===== config.mk =====
export PLATFORM = sky130hd
export DESIGN_NAME = rf_write_arbiter
export DESIGN_NICKNAME = d
export VERILOG_FILES = /design/src/rtl/rf_arb_pkg.sv /design/src/rtl/rf_wb_slot.sv /design/src/rtl/rf_write_arbiter.sv
export SDC_FILE = /design/constraint.sdc
export NUM_CORES = 1
export LEC_CHECK = 0
export ABC_AREA = 0
export ABC_CLOCK_PERIOD_IN_PS = 1830
export BUFFER_PORTS_ARGS = -buffer_cell sky130_fd_sc_hd__buf_2
export CORE_MARGIN = 5
export CORE_UTILIZATION = 40
export CTS_BUF_LIST = sky130_fd_sc_hd__clkbuf_4
export DETAILED_ROUTE_END_ITERATION = 16
export GPL_ROUTABILITY_DRIVEN = 0
export PLACE_DENSITY_LB_ADDON = 0.15
export SLEW_MARGIN = 20
export SYNTH_ARGS = -nofsm -noshare
export SYNTH_HDL_FRONTEND = slang
export SYNTH_HIERARCHICAL = 1
export SYNTH_SLANG_ARGS = --single-unit

===== constraint.sdc =====
create_clock -name clock -period 1.83 [get_ports clock]
set_input_delay 0.366 -clock clock [delete_from_list [all_inputs] [get_ports clock]]
set_output_delay 0.366 -clock clock [all_outputs]
set_load 0.02 [all_outputs]

===== src/rtl/rf_arb_pkg.sv =====
// Shared types and constants for the register-file write arbiter.
// Default widths here match the arbiter's default WIDTH/NREGS parameters.
package rf_arb_pkg;

  // Elaboration-time log2 for flows whose tools lack $clog2.
  function automatic int clog2(input int n);
    int r;
    int v;
    r = 0;
    v = n - 1;
    while (v > 0) begin
      r = r + 1;
      v = v >> 1;
    end
    return r;
  endfunction

  localparam int RF_WIDTH = 32;
  localparam int RF_NREGS = 32;
  localparam int RF_AW    = clog2(RF_NREGS);

  localparam int SRC_ALU = 0;
  localparam int SRC_MEM = 1;

  typedef struct packed {
    logic [RF_AW-1:0]    addr;
    logic [RF_WIDTH-1:0] data;
  } wb_req_t;

endpackage


===== src/rtl/rf_wb_slot.sv =====
// One-entry writeback holding slot with a valid/ready handshake.
// ready_o is combinational from slot state and grant only, never from valid_i.
//
// state   | meaning
// S_EMPTY | no request held, ready to accept
// S_FULL  | request held, waiting for a grant from the arbiter
module rf_wb_slot
  import rf_arb_pkg::*;
#(
  parameter int AW    = 5,
  parameter int WIDTH = 32
) (
  input  logic             clock,
  input  logic             reset,
  input  logic             valid_i,
  input  logic [AW-1:0]    addr_i,
  input  logic [WIDTH-1:0] data_i,
  input  logic             grant_i,
  output logic             ready_o,
  output logic             full_o,
  output logic [AW-1:0]    addr_o,
  output logic [WIDTH-1:0] data_o
);

  typedef enum logic {S_EMPTY = 1'b0, S_FULL = 1'b1} slot_state_t;

  slot_state_t      state_q;
  logic [AW-1:0]    addr_q;
  logic [WIDTH-1:0] data_q;
  logic             accept;

  assign ready_o = (state_q == S_EMPTY) | grant_i;
  assign accept  = valid_i & ready_o;
  assign full_o  = (state_q == S_FULL);
  assign addr_o  = addr_q;
  assign data_o  = data_q;

  // A grant and a new accept in the same cycle keep the slot FULL with fresh contents.
  always_ff @(posedge clock or posedge reset) begin
    if (reset) begin
      state_q <= S_EMPTY;
      addr_q  <= '0;
      data_q  <= '0;
    end else begin
      case (state_q)
        S_EMPTY: begin
          if (accept) begin
            state_q <= S_FULL;
            addr_q  <= addr_i;
            data_q  <= data_i;
          end
        end
        S_FULL: begin
          if (accept) begin
            state_q <= S_FULL;
            addr_q  <= addr_i;
            data_q  <= data_i;
          end else if (grant_i) begin
            state_q <= S_EMPTY;
          end
        end
        default: state_q <= S_EMPTY;
      endcase
    end
  end

endmodule


===== src/rtl/rf_write_arbiter.sv =====
// Oldest-first arbiter sharing the reg_file write port between ALU and MEM writeback.
// Define RF_WR_PEND_EN to add the pend_mask pending-write output for the hazard unit.
module rf_write_arbiter
  import rf_arb_pkg::*;
#(
  parameter int WIDTH = 32,
  parameter int NREGS = 32,
  localparam int AW = clog2(NREGS)
) (
  input  logic             clock,
  input  logic             reset,
  input  logic             alu_valid,
  output logic             alu_ready,
  input  logic [AW-1:0]    alu_addr,
  input  logic [WIDTH-1:0] alu_data,
  input  logic             mem_valid,
  output logic             mem_ready,
  input  logic [AW-1:0]    mem_addr,
  input  logic [WIDTH-1:0] mem_data,
  output logic             wr_en,
  output logic [AW-1:0]    wr_addr,
  output logic [WIDTH-1:0] wr_data,
  output logic             idle
`ifdef RF_WR_PEND_EN
  ,
  output logic [NREGS-1:0] pend_mask
`endif
);

  logic             alu_full, mem_full;
  logic [AW-1:0]    alu_slot_addr, mem_slot_addr;
  logic [WIDTH-1:0] alu_slot_data, mem_slot_data;
  logic [1:0]       grant;
  logic             alu_load, mem_load;
  logic             alu_older_q, alu_older_d;
  logic             wr_en_q;
  logic [AW-1:0]    wr_addr_q;
  logic [WIDTH-1:0] wr_data_q;

  rf_wb_slot #(.AW(AW), .WIDTH(WIDTH)) u_alu_slot (
    .clock   (clock),
    .reset   (reset),
    .valid_i (alu_valid),
    .addr_i  (alu_addr),
    .data_i  (alu_data),
    .grant_i (grant[SRC_ALU]),
    .ready_o (alu_ready),
    .full_o  (alu_full),
    .addr_o  (alu_slot_addr),
    .data_o  (alu_slot_data)
  );

  rf_wb_slot #(.AW(AW), .WIDTH(WIDTH)) u_mem_slot (
    .clock   (clock),
    .reset   (reset),
    .valid_i (mem_valid),
    .addr_i  (mem_addr),
    .data_i  (mem_data),
    .grant_i (grant[SRC_MEM]),
    .ready_o (mem_ready),
    .full_o  (mem_full),
    .addr_o  (mem_slot_addr),
    .data_o  (mem_slot_data)
  );

  assign alu_load = alu_valid & alu_ready;
  assign mem_load = mem_valid & mem_ready;

  // alu_older_q is only meaningful while both slots are FULL; a same-cycle load leaves MEM older.
  always_comb begin
    alu_older_d = alu_older_q;
    if (alu_load) begin
      alu_older_d = 1'b0;
    end else if (mem_load) begin
      alu_older_d = 1'b1;
    end
  end

  always_comb begin
    grant = 2'b00;
    if (alu_full && mem_full) begin
      if (alu_older_q) begin
        grant[SRC_ALU] = 1'b1;
      end else begin
        grant[SRC_MEM] = 1'b1;
      end
    end else if (alu_full) begin
      grant[SRC_ALU] = 1'b1;
    end else if (mem_full) begin
      grant[SRC_MEM] = 1'b1;
    end
  end

  always_ff @(posedge clock or posedge reset) begin
    if (reset) begin
      alu_older_q <= 1'b0;
      wr_en_q     <= 1'b0;
      wr_addr_q   <= '0;
      wr_data_q   <= '0;
    end else begin
      alu_older_q <= alu_older_d;
      wr_en_q     <= |grant;
      if (grant[SRC_MEM]) begin
        wr_addr_q <= mem_slot_addr;
        wr_data_q <= mem_slot_data;
      end else if (grant[SRC_ALU]) begin
        wr_addr_q <= alu_slot_addr;
        wr_data_q <= alu_slot_data;
      end
    end
  end

  assign wr_en   = wr_en_q;
  assign wr_addr = wr_addr_q;
  assign wr_data = wr_data_q;
  assign idle    = ~alu_full & ~mem_full & ~wr_en_q;

`ifdef RF_WR_PEND_EN
  always_comb begin
    pend_mask = '0;
    if (alu_full) begin
      pend_mask[alu_slot_addr] = 1'b1;
    end
    if (mem_full) begin
      pend_mask[mem_slot_addr] = 1'b1;
    end
    if (wr_en_q) begin
      pend_mask[wr_addr_q] = 1'b1;
    end
  end
`endif

endmodule


# Word-level counts from Yosys, hierarchy flattened
# Cells that the tools add are included.
# word_totals
register_bits	115
latchBits	0
ramBits	0
rom_bits	0
inputBits	78
n_memories	0
# classes
add_sub_neg	0
mul	0
div	0
n_lt_le_gt_ge	0
eq_ne	0
n_shift	0
muxes	24
n_bitwise	9
reduce_logical	4
# op_table
cell	n
$mux W32	4
$mux W5	4
$mux W1	13
$and A1 B1 Y1	4
$pmux W1 S2	2
$reduce_bool A2 Y1	2
$not A1 Y1	3
$mux W2	1
$or A1 B1 Y1	2
$reduce_or A2 Y1	1
$logic_and A1 B1 Y1	1

# Depth between registers and ports, before layout
# logic_depth
ltp_word	7
depth_mapped	8
depth_no_buf	5

# By module
# The synthesis kept the hierarchy.
# modules_own_cells
mod	n_inst	cells_each	area_per_inst_um2
rf_wb_slot	2	82	1576.5
rf_write_arbiter	1	220	2198.4

# Worst setup path before layout
# Ideal clock, no wire load.
# synth_timing
kind	reg-to-reg
startpoint	register u_alu_slot.state_q, in the netlist u_alu_slot/full_o
endpoint	register u_mem_slot.addr_q[0], in the netlist u_mem_slot/addr_o[0]
setup_ps	125
arrival_time_ps	1746
required_ps	1705
path_slack_ps	-41
stages_incl_launch_ff	9
n_path_buf	3
cell_sequence	dfrtp_1 nand2_1 buf_6 buf_6 and2_1 nand2b_4 nand2_4 buf_12 mux2_4
# synth_between
elab_chain_cells	4
word_cells_on_any_way	5
classes_between	2 x mux; 2 x bitwise; 1 x reduce/logical
# synth_lines
element	line	source
start, declared	rf_wb_slot.sv:27	slot_state_t state_q;
start signal, assigned	rf_wb_slot.sv:41	state_q <= S_EMPTY;
start signal, assigned	rf_wb_slot.sv:48	state_q <= S_FULL;
start signal, assigned	rf_wb_slot.sv:55	state_q <= S_FULL;
$mux W1 / $logic_and A1 B1 Y1 (equally long branches)	rf_write_arbiter.sv:87, rf_write_arbiter.sv:81	
$mux W2 *	rf_write_arbiter.sv:81	if (alu_full && mem_full) begin
via grant[1]	rf_write_arbiter.sv:33	logic [1:0] grant;
$or A1 B1 Y1 *	rf_wb_slot.sv:32	assign ready_o = (state_q == S_EMPTY) | grant_i;
via mem_ready	rf_write_arbiter.sv:17	output logic mem_ready,
$and A1 B1 Y1 *	rf_wb_slot.sv:33	assign accept = valid_i & ready_o;
end signal, assigned	rf_wb_slot.sv:49	addr_q <= addr_i;
end signal, assigned	rf_wb_slot.sv:56	addr_q <= addr_i;
end, declared	rf_wb_slot.sv:28	logic [AW-1:0] addr_q;
# The timed path passes the listed nets; every way through them passes the cells marked *.
# A chain may end at the register's enable or synchronous reset.

# Worst setup path after layout
# layout_timing
startpoint	register u_alu_slot.state_q, in the netlist u_alu_slot/full_o
endpoint	output idle
# layout_between
elab_chain_cells	3
# layout_lines
element	line	source
$not A1 Y1	rf_write_arbiter.sv:116	assign idle = ~alu_full & ~mem_full & ~wr_en_q;
$and A1 B1 Y1 (2 in series)	rf_write_arbiter.sv:116	
end, declared	rf_write_arbiter.sv:23	output logic idle
# Every way passes these cells.

==> run_results.csv <==
group,metric,value,unit
sta,fin_worst_skew,0.0106,ns
routing,wl,13500,µm
worst_hold_path,hold_class,"input port to flop",
worst_setup_path,ff2ff_path_depth,6,
sta,slew_headroom,0.637,
global_routing,grt_util_all_layers,0.174,
power,irDropWorstVdd,0.000778,V
floorplan,core_region_area,13200,µm²
cts,cts_tree,"built",
power,comb_power_share,0.451,
global_routing,grt_overflow,0,
power,total_power,11700,µW
worst_setup_path,rr_startpoint,"u_alu_slot/full_o",
status,violations,"negative setup slack",
global_routing,antenna_found_initial,0,
cells_and_area,final_core_util,0.491,
yosys,ys_types,21,
place,post-dp-hpwl,8740,µm
worst_setup_path,arrival,1.51,ns
power,internal_power,7370,µW
cells_and_area,finalInstanceArea,6470,µm²
place,pre_cts_slack,0.181,ns
cts,clock-sinks,115,
global_routing,grt_pass1_vias,3694,
yosys,synth_seq_area_share,0.538,
cells_and_area,diodes,0,
power,switching_share,0.368,
sta,period_needed,1.87,ns
routing,routed_via_density,5.24,
cts,cts.reportedPaths.clkPinSlew,0.10,ns
routing,drc_errors,0,
worst_setup_path,crit_chain,"or2_4 -> nor2_4 -> buf_6",
routing,final_antenna_net_count,0,
sta,fin_crit_sh,1.02,
worst_setup_path,reg2reg_slack,0.07,ns
yosys,synth_warnings,6,
place,portBuffers,118,
global_routing,grt_pass1_wl,21100,µm
power,powerDensity,1800,nW/µm²
routing,route.vias.total,3695,
power,power.switching,4300,µW
status,status,"finished with violations",
worst_setup_path,crit_path_max_incr_delay,0.52,ns
yosys,syn_area,5350,µm²
place,placed_cell_area,6130,µm²
sta,holdWs,0.0815,ns
cts,h-tree-depth,4,
worst_setup_path,reg2reg_to,"u_alu_slot/data_o[27]",
sta,rsz0062_at_grt,"true",
worst_setup_path,path_class,"flop to output port",
yosys,ys_ff_latch,115,
worst_hold_path,hp-start,"alu_data[16]",
floorplan,rows,42,
yosys,syn_inst,384,
floorplan,ios,119,
worst_hold_path,min_path_cells,2,
global_routing,grt_max_degree,53,
routing,first_pass_iters,6,
worst_hold_path,min_to,"u_alu_slot/data_o[16]",
sta,worst_slack,-0.0432,ns
worst_setup_path,required,1.46,ns
cts,cts_made_buffers,17,
sta,hold_violations,0,
cells_and_area,syn2layout_area_growth,21.0,%
sta,worstMarginPinSlew,0.545,ns
sta,drv_slew,0,
floorplan,start_util,0.406,
cts,clockBufferDepth,2,
sta,finalSetupViolations,3,
power,p_leak,0.00336,µW
sta,timing.fmax,534,MHz
worst_setup_path,crit_slowest_cell,"dfrtp_4",
power,pwr-share-clk,0.149,
yosys,avgSynthCellArea,13.9,µm²
cts,cts-root-buf,"clkbuf_4",
cells_and_area,drive_above_1_share,0.480,
routing,avgRoutedWirePerCell,19.2,µm
floorplan,die_y,126,µm
worst_setup_path,worstSetupStartpointType,"flop",
cts,clock_latency,0.51,ns
floorplan,die-area,15800,µm²
routing,initialDrtViolationCount,246,
yosys,syn_nets,462,
power,p_seq_frac,0.400,
worst_setup_path,crit_path_end_kind,"output port",
run,drv_cap,0,
floorplan,dieWidth,126,µm
cells_and_area,nets,595,
worst_setup_path,crit_fanout,5,
-- cell type report --
cell class	instances	area, µm²
well taps	176	220
inverters	4	15.0
clock inverters	10	91.3
flip-flops and latches	115	2880
repair buffers	144	911
clock buffers	21	158
fillers	1202	6720
multi-input cells	235	2200
-- how the worst max path moves through the flow --
stage / start / endpoint / slack [ns]
after floorplan: u_alu_slot/full_o / u_mem_slot/addr_o[0] / 0.01
after global placement: u_alu_slot/full_o / u_mem_slot/data_o[4] / 0.22
after detailed placement: u_alu_slot/full_o / u_mem_slot/data_o[1] / 0.18
after CTS: u_alu_slot/full_o / idle / -0.12
after global routing: u_alu_slot/full_o / mem_ready / -0.15
final: u_alu_slot/full_o / idle / -0.04
-- cells in the final DEF, fill, tap and decap left out, drive strengths merged, types with 2 or more instances in the layout --
cell type	n
mux2i	37
bufinv	2
clkinv	8
nand2	3
or2b	2
dfrtp	115
o21ai	37
clkbuf	21
a21oi	2
nand2b	2
a31oi	37
buf	143
mux2	74
and3	37
inv	4
-- per-stage QoR --
| step | instances | setup TNS (ns) |
|---|---|---|
| after floorplan | 384 | 0 |
| after global placement | 666 | 0 |
| after detailed placement | 666 | 0 |
| after CTS | 702 | -0.269 |
| after global routing | 705 | -0.415 |
| final | 705 | -0.0743 |
-- routing by layer --
metal	track usage	vias to the layer above	wire length [µm]	share of wire
li1	-	1684	-	-
met1	0.232	1887	6160	0.45
met2	0.270	114	6520	0.48
met3	0.0580	10	703	0.052
met4	0.0517	0	155	0.011
met5	0	-	0	0
-- logic make-up (layout without fill, tap and decap cells) --
group           Yosys count  count (layout)  synth area share
compound gates           77              77            0.0811
buf+inv                  34             179            0.0549
flops                   115             115             0.538
mux                     111             111             0.267
simple gates             47              47            0.0592
-- state kept, by name, indices dropped and copies added, names as in the netlist, 5 cells and up --
register and count:
u_alu_slot/addr_o 5, wr_data 32, u_mem_slot/addr_o 5, u_alu_slot/data_o 32, u_mem_slot/data_o 32, wr_addr 5
-- worst max-delay path: cells and delay by family, from the launching register on --
| family | cells | cell delay, ns |
|---|---|---|
| buffers and inverters | 1 | 0.12 |
| flip-flops | 1 | 0.52 |
| AND/OR/NAND/NOR | 2 | 0.37 |
-- synth_stat cells --
library cell  count  area, µm²
dfrtp_1         115       2880
mux2_4           60        901
a31oi_1          37        231
and3_1           37        231
mux2i_1          37        370
o21ai_1          37        185
mux2_2           14        158
clkbuf_1          9       33.8
buf_6             8       90.1
buf_2             7       35.0
buf_12            6        120
inv_1             4       15.0
a21oi_1           2       10.0
nand2_4           2       22.5
nand2b_4          2       27.5
or2b_1            2       15.0
a21boi_1          1       7.51
and2_1            1       6.26
nand2_1           1       3.75
nor2_1            1       3.75
or2_1             1       6.26
-- power by group through the flow --
stage | Combinational [µW] | Sequential, µW | Clock (µW)
6_report | 5260 | 4660 | 1740
3_3_place_gp | 5030 | 4670 | 0
4_1_cts | 5250 | 4660 | 1790
5_1_grt | 5680 | 4820 | 1910
3_5_place_dp | 5130 | 4700 | 0
2_1_floorplan | 3530 | 4980 | 0
-- repair_timing --
action                                 CTS  global route
hold buffers                             1             0
endpoints found under the hold margin   71             0
setup buffers                            4             4
setup endpoints to repair                3             3
pin swaps                                1             0
resized for setup                        7             4
(Power assumes the default switching activity.)
